### config.mk
export PLATFORM = sky130hd
export DESIGN_NAME = dmem_port_arbiter
export DESIGN_NICKNAME = d
export VERILOG_FILES = /design/src/rtl/dmem_port_arbiter.sv
export SDC_FILE = /design/constraint.sdc
export NUM_CORES = 1
export LEC_CHECK = 0
export ABC_AREA = 1
export CAP_MARGIN = 0
export CORE_AREA = 5 5 123 125
export DETAILED_ROUTE_END_ITERATION = 7
export DIE_AREA = 0 0 128 130
export HOLD_SLACK_MARGIN = 0.03
export PLACE_DENSITY = 0.66
export RECOVER_POWER = 25
export SLEW_MARGIN = 40
export SYNTH_ARGS = -nofsm -noshare
export SYNTH_HDL_FRONTEND = slang
export SYNTH_SLANG_ARGS = --single-unit
### constraint.sdc
create_clock -name clock_i -period 7.3 [get_ports clock_i]
set_input_delay 2.19 -clock clock_i [delete_from_list [all_inputs] [get_ports clock_i]]
set_output_delay 2.19 -clock clock_i [all_outputs]
set_load 0.02 [all_outputs]
### src/rtl/dmem_port_arbiter.sv
// dmem_port_arbiter: shares the single data-memory port between the load
// buffer and ROB store commit. It tracks the one outstanding load tag, returns
// load results with their ROB tag, and drops results of squashed loads.
// A store that keeps winning while a load waits is overtaken once the streak
// reaches STARVE_LIMIT.
// Optional feature macro: DMEM_ARB_PERF_EN adds 32-bit accepted-load,
// accepted-store and rejected-command counters.
module dmem_port_arbiter #(
  parameter int XLEN         = 32,
  parameter int ROB_TAG_LEN  = 5,
  parameter int STARVE_LIMIT = 4
) (
  input  logic                   clock_i,
  input  logic                   reset_i,
  input  logic                   squash_i,
  input  logic                   lb_read_mem_i,
  input  logic [XLEN-1:0]        lb_address_i,
  input  logic [ROB_TAG_LEN-1:0] lb_rob_tag_i,
  input  logic [1:0]             lb_size_i,
  output logic                   load_stall_o,
  input  logic                   st_req_i,
  input  logic [XLEN-1:0]        st_address_i,
  input  logic [XLEN-1:0]        st_data_i,
  input  logic [1:0]             st_size_i,
  output logic                   st_ack_o,
  output logic [1:0]             proc2mem_command_o,
  output logic [XLEN-1:0]        proc2mem_addr_o,
  output logic [63:0]            proc2mem_data_o,
  output logic [1:0]             proc2mem_size_o,
  input  logic [3:0]             mem2proc_response_i,
  input  logic [63:0]            mem2proc_data_i,
  input  logic [3:0]             mem2proc_tag_i,
  output logic                   ld_done_valid_o,
  output logic [XLEN-1:0]        ld_done_data_o,
  output logic [ROB_TAG_LEN-1:0] ld_done_rob_tag_o
`ifdef DMEM_ARB_PERF_EN
  ,
  output logic [31:0]            perf_load_cnt_o,
  output logic [31:0]            perf_store_cnt_o,
  output logic [31:0]            perf_reject_cnt_o
`endif
);

  localparam logic [1:0] BUS_NONE  = 2'd0;
  localparam logic [1:0] BUS_LOAD  = 2'd1;
  localparam logic [1:0] BUS_STORE = 2'd2;

  localparam int CNT_W = $clog2(STARVE_LIMIT + 1);
  localparam logic [CNT_W-1:0] STARVE_MAX = CNT_W'(STARVE_LIMIT);

  typedef enum logic [1:0] {IDLE, LOAD_WAIT, LOAD_DRAIN} state_t;

  state_t                 state_q, state_d;
  logic [3:0]             tag_q, tag_d;
  logic [ROB_TAG_LEN-1:0] rob_q, rob_d;
  logic                   hi_q, hi_d;
  logic [CNT_W-1:0]       starve_q, starve_d;
  logic                   done_valid_q, done_valid_d;
  logic [XLEN-1:0]        done_data_q, done_data_d;
  logic [ROB_TAG_LEN-1:0] done_rob_q, done_rob_d;

  logic load_elig, grant_load, grant_store, mem_accept, load_accept, tag_match;

  // Arbitration: loads only start from IDLE outside a squash; the store wins
  // ties until the starvation streak hits its limit. Nothing is granted in reset.
  assign load_elig   = lb_read_mem_i && (state_q == IDLE) && !squash_i;
  assign grant_load  = !reset_i && load_elig && (!st_req_i || (starve_q == STARVE_MAX));
  assign grant_store = !reset_i && st_req_i && !grant_load;
  assign mem_accept  = |mem2proc_response_i;
  assign load_accept = grant_load && mem_accept;
  assign tag_match   = (|mem2proc_tag_i) && (mem2proc_tag_i == tag_q);

  assign st_ack_o          = grant_store && mem_accept;
  assign load_stall_o      = lb_read_mem_i && !load_accept;
  assign ld_done_valid_o   = done_valid_q;
  assign ld_done_data_o    = done_data_q;
  assign ld_done_rob_tag_o = done_rob_q;

  // Command mux: drive the bus with whichever requester holds the grant.
  always_comb begin
    proc2mem_command_o = BUS_NONE;
    proc2mem_addr_o    = '0;
    proc2mem_data_o    = '0;
    proc2mem_size_o    = 2'd0;
    if (grant_load) begin
      proc2mem_command_o = BUS_LOAD;
      proc2mem_addr_o    = lb_address_i;
      proc2mem_size_o    = lb_size_i;
    end else if (grant_store) begin
      proc2mem_command_o = BUS_STORE;
      proc2mem_addr_o    = st_address_i;
      proc2mem_data_o    = 64'({st_data_i, st_data_i});
      proc2mem_size_o    = st_size_i;
    end
  end

  // Next-state logic: load tracking FSM, result capture and starvation streak.
  always_comb begin
    state_d      = state_q;
    tag_d        = tag_q;
    rob_d        = rob_q;
    hi_d         = hi_q;
    starve_d     = starve_q;
    done_valid_d = 1'b0;
    done_data_d  = done_data_q;
    done_rob_d   = done_rob_q;

    case (state_q)
      IDLE: begin
        if (load_accept) begin
          tag_d   = mem2proc_response_i;
          rob_d   = lb_rob_tag_i;
          hi_d    = lb_address_i[2];
          state_d = LOAD_WAIT;
        end
      end
      LOAD_WAIT: begin
        if (tag_match) begin
          state_d = IDLE;
          // A squash landing on the match cycle kills the result.
          if (!squash_i) begin
            done_valid_d = 1'b1;
            done_data_d  = hi_q ? XLEN'(mem2proc_data_i[63:32]) : XLEN'(mem2proc_data_i[31:0]);
            done_rob_d   = rob_q;
          end
        end else if (squash_i) begin
          state_d = LOAD_DRAIN;
        end
      end
      LOAD_DRAIN: begin
        if (tag_match) state_d = IDLE;
      end
      default: state_d = IDLE;
    endcase

    // The streak only counts stores that jumped ahead of a load able to go.
    if (!lb_read_mem_i || load_accept) begin
      starve_d = '0;
    end else if (st_ack_o && load_elig && (starve_q != STARVE_MAX)) begin
      starve_d = starve_q + CNT_W'(1);
    end
  end

  // State and result registers.
  always_ff @(posedge clock_i or posedge reset_i) begin
    if (reset_i) begin
      state_q      <= IDLE;
      tag_q        <= '0;
      rob_q        <= '0;
      hi_q         <= 1'b0;
      starve_q     <= '0;
      done_valid_q <= 1'b0;
      done_data_q  <= '0;
      done_rob_q   <= '0;
    end else begin
      state_q      <= state_d;
      tag_q        <= tag_d;
      rob_q        <= rob_d;
      hi_q         <= hi_d;
      starve_q     <= starve_d;
      done_valid_q <= done_valid_d;
      done_data_q  <= done_data_d;
      done_rob_q   <= done_rob_d;
    end
  end

`ifdef DMEM_ARB_PERF_EN
  logic [31:0] perf_load_q, perf_store_q, perf_reject_q;

  assign perf_load_cnt_o   = perf_load_q;
  assign perf_store_cnt_o  = perf_store_q;
  assign perf_reject_cnt_o = perf_reject_q;

  // Free-running event counters; they wrap on overflow.
  always_ff @(posedge clock_i or posedge reset_i) begin
    if (reset_i) begin
      perf_load_q   <= '0;
      perf_store_q  <= '0;
      perf_reject_q <= '0;
    end else begin
      if (load_accept) perf_load_q <= perf_load_q + 32'd1;
      if (st_ack_o)    perf_store_q <= perf_store_q + 32'd1;
      if ((proc2mem_command_o != BUS_NONE) && !mem_accept)
        perf_reject_q <= perf_reject_q + 32'd1;
    end
  end
`endif

endmodule

==> results_dict.tcl <==
set metrics [dict create \
    start_kind "input pin" \
    drv_cap 1 \
    cts.clk_slew.worst_paths_ns 0.07 \
    ir_drop_mv 0.120 \
    finalPower_mw 1.38 \
    ctsHtreeMaxLevel 2 \
    clock_latency_ns 0.28 \
    die-area_um2 16600 \
    synth-warning-count 0 \
    finish.utilization_pct 50.6 \
    cts_sinks 53 \
    drt-total-wl_um 16400 \
    globalplace.congestion 0.854 \
    p_per_area_nw_per_um2 197 \
    synthesis.area_um2 3720 \
    root_buffer "clkbuf_16" \
    drv_slew 54 \
    yosys_register_bits 53 \
    use_met2_pct 29.6 \
    hold_buffers 0 \
    postRouteAntennaNets 0 \
    synthCells 599 \
    via_per_inst 4.25 \
    ys_types 20 \
    design_area_um2 6970 \
    p_leak_nw 3.47 \
    syn_nets 783 \
    grt_max_degree 54 \
    period_needed_ns 6.80 \
    die_height_um 130 \
    layout_common_cells "nand2_1 (319), clkdlybuf4s50_1 (316), dfrtp_1 (53)" \
    clock.fmax_mhz 147 \
    route.detailed.drc 0 \
    via_count 4461 \
    antenna_found_initial 2 \
    cp_max_fo 34 \
    area_growth_pct 87.3 \
    hpwl_um 13100 \
    holdCritPathClass "reg2reg" \
    drive_gt1_share_pct 2.87 \
    fill_cells 1406 \
    setup_tns_ns 0 \
    grt.met1_usage_pct 23.9 \
    relSlewSlack_pct -94.0 \
    ctsResizeCount 0 \
    rsz0062_at_grt "false" \
    worstPathRequired_ns 5.11 \
    outcome "finished with violations" \
    grt_usage_pct 17.8 \
    fin_skew_ns 0.00379 \
    grt-ovfl-total 0 \
    ioPinCount 322 \
    cts_tree "yes" \
    fin_hold_ws_ns 0.468 \
    first_pass_iters 4 \
    num_rows 43 \
    crit_path_end_kind "output port" \
    clk_path_buf_depth 2 \
    drt_iter0_markers 240 \
    core-area_um2 13800 \
    drt-wirelength-per-cell_um 15.6 \
    grt_pass1_vias 4153 \
    cts-buffers-inserted 5 \
    nNetsFinal 1053 \
    post_dp_cell_area_um2 6810 \
    final.period_utilization_pct 93.2 \
    busiest_layer "met2" \
    worstPathArrival_ns 4.61 \
    criticalPathCategory "in2out" \
    seq_area_frac_synth_pct 35.6 \
    antennaDiodeCount 0 \
    cts_setup_buffers 0 \
    tightest_slew_ns 2.91 \
    grt_pass1_wl_um 23500 \
    final_common_cell "nand2_1" \
    die_w_um 128 \
    hold_violations 0 \
    synth_area_per_cell_um2 6.21 \
    setup_viol 0 \
    initial_core_util_pct 27.0 \
    violations "capacitance limit, slew limit" \
    port_buffers 321 \
    grtUsageMet3_pct 4.54 \
]
==> metal layers <==
layer | wire, um | share of wire (%) | up-vias
met2 | 7940 | 49 | 166
met4 | 165 | 1.0 | 4
met5 | 27 | 0.17 | -
met1 | 6890 | 42 | 1950
li1 | - | - | 2326
met3 | 1330 | 8.1 | 15
==> cell type report <==
type | count | area [um^2] | area share [%]
clock buffers | 7 | 143 | 2.05
clock inverters | 1 | 30.0 | 0.431
repair buffers | 330 | 3270 | 47.0
inverters | 57 | 214 | 3.07
multi-input cells | 422 | 1760 | 25.2
flip-flops and latches | 53 | 1330 | 19.0
well taps | 180 | 225 | 3.23
==> registers in the layout, summed over array words and instances (netlist names) <==
name and cells:
starve_q 3, ld_done_data_o 32, hi_q 1, rob_q 5, ld_done_valid_o 1, tag_q 4, ld_done_rob_tag_o 5, state_q 2
==> Yosys cell counts <==
| master | count | share of area (%) |
|---|---|---|
| a21oi_1 | 1 | 0.13 |
| buf_2 | 20 | 2.7 |
| buf_4 | 38 | 7.7 |
| buf_6 | 2 | 0.60 |
| clkbuf_1 | 7 | 0.71 |
| dfrtp_1 | 53 | 36 |
| ha_1 | 2 | 0.67 |
| inv_1 | 51 | 5.1 |
| inv_2 | 6 | 0.60 |
| nand2_1 | 319 | 32 |
| nand2_2 | 1 | 0.17 |
| nand3_1 | 5 | 0.67 |
| nand3_2 | 1 | 0.27 |
| nand4_1 | 43 | 7.2 |
| nor2_1 | 40 | 4.0 |
| nor2_2 | 1 | 0.17 |
| nor3_2 | 1 | 0.27 |
| o21ai_0 | 5 | 0.67 |
| o21ai_1 | 2 | 0.27 |
| xor2_1 | 1 | 0.24 |
==> cells by family (layout without fill, tap and decap cells) <==
| kind of cell | after synthesis | after routing | share of synthesized area, % |
|---|---|---|---|
| xor gates and xnor gates | 1 | 1 | 0.235 |
| buffers and inverters | 124 | 395 | 17.4 |
| and+or+nand+nor | 411 | 411 | 45.0 |
| AOI/OAI and AO/OA | 8 | 8 | 1.08 |
| adders and majority gates | 2 | 2 | 0.672 |
| DFF | 53 | 53 | 35.6 |
==> through the flow <==
stage               instances  setup slack, ns
finish                   1050            0.499
detailed placement       1042            0.709
floorplan                 599            0.842
global route             1050            0.335
CTS                      1050            0.699
global placement         1042            0.718
==> critical path, stage by stage <==
cell and delay [ns]:
dlygate4sd3_1 0.61, inv_1 0.10, nand2_1 0.05, nor2_1 0.22
nand3_2 0.14, inv_2 0.44, nand2_1 0.09, nand2_1 0.14
clkdlybuf4s50_1 0.62
==> power breakdown <==
group,switching (mW),total (mW),internal (mW)
sequential,0.0417,0.416,0.374
combinational,0.381,0.687,0.306
clock,0.102,0.273,0.171
total,0.525,1.38,0.852
==> worst paths after layout <==
kind | startpoint | end | slack, ns | depth (start not counted)
setup / recovery | squash_i | proc2mem_addr_o[1] | 0.50 | 9
hold / removal | ld_done_data_o[26] | ld_done_data_o[26] | 0.47 | 2
setup reg to reg | tag_q[2] | ld_done_data_o[17] | 5.02 | 8
hold reg to reg | ld_done_data_o[26] | ld_done_data_o[26] | 0.47 | 2
max in group asynchronous | reset_i | ld_done_rob_tag_o[4] | 2.09 | 3
min in group asynchronous | reset_i | starve_q[1] | 3.55 | 3
Power figures use the tool's default switching activity.
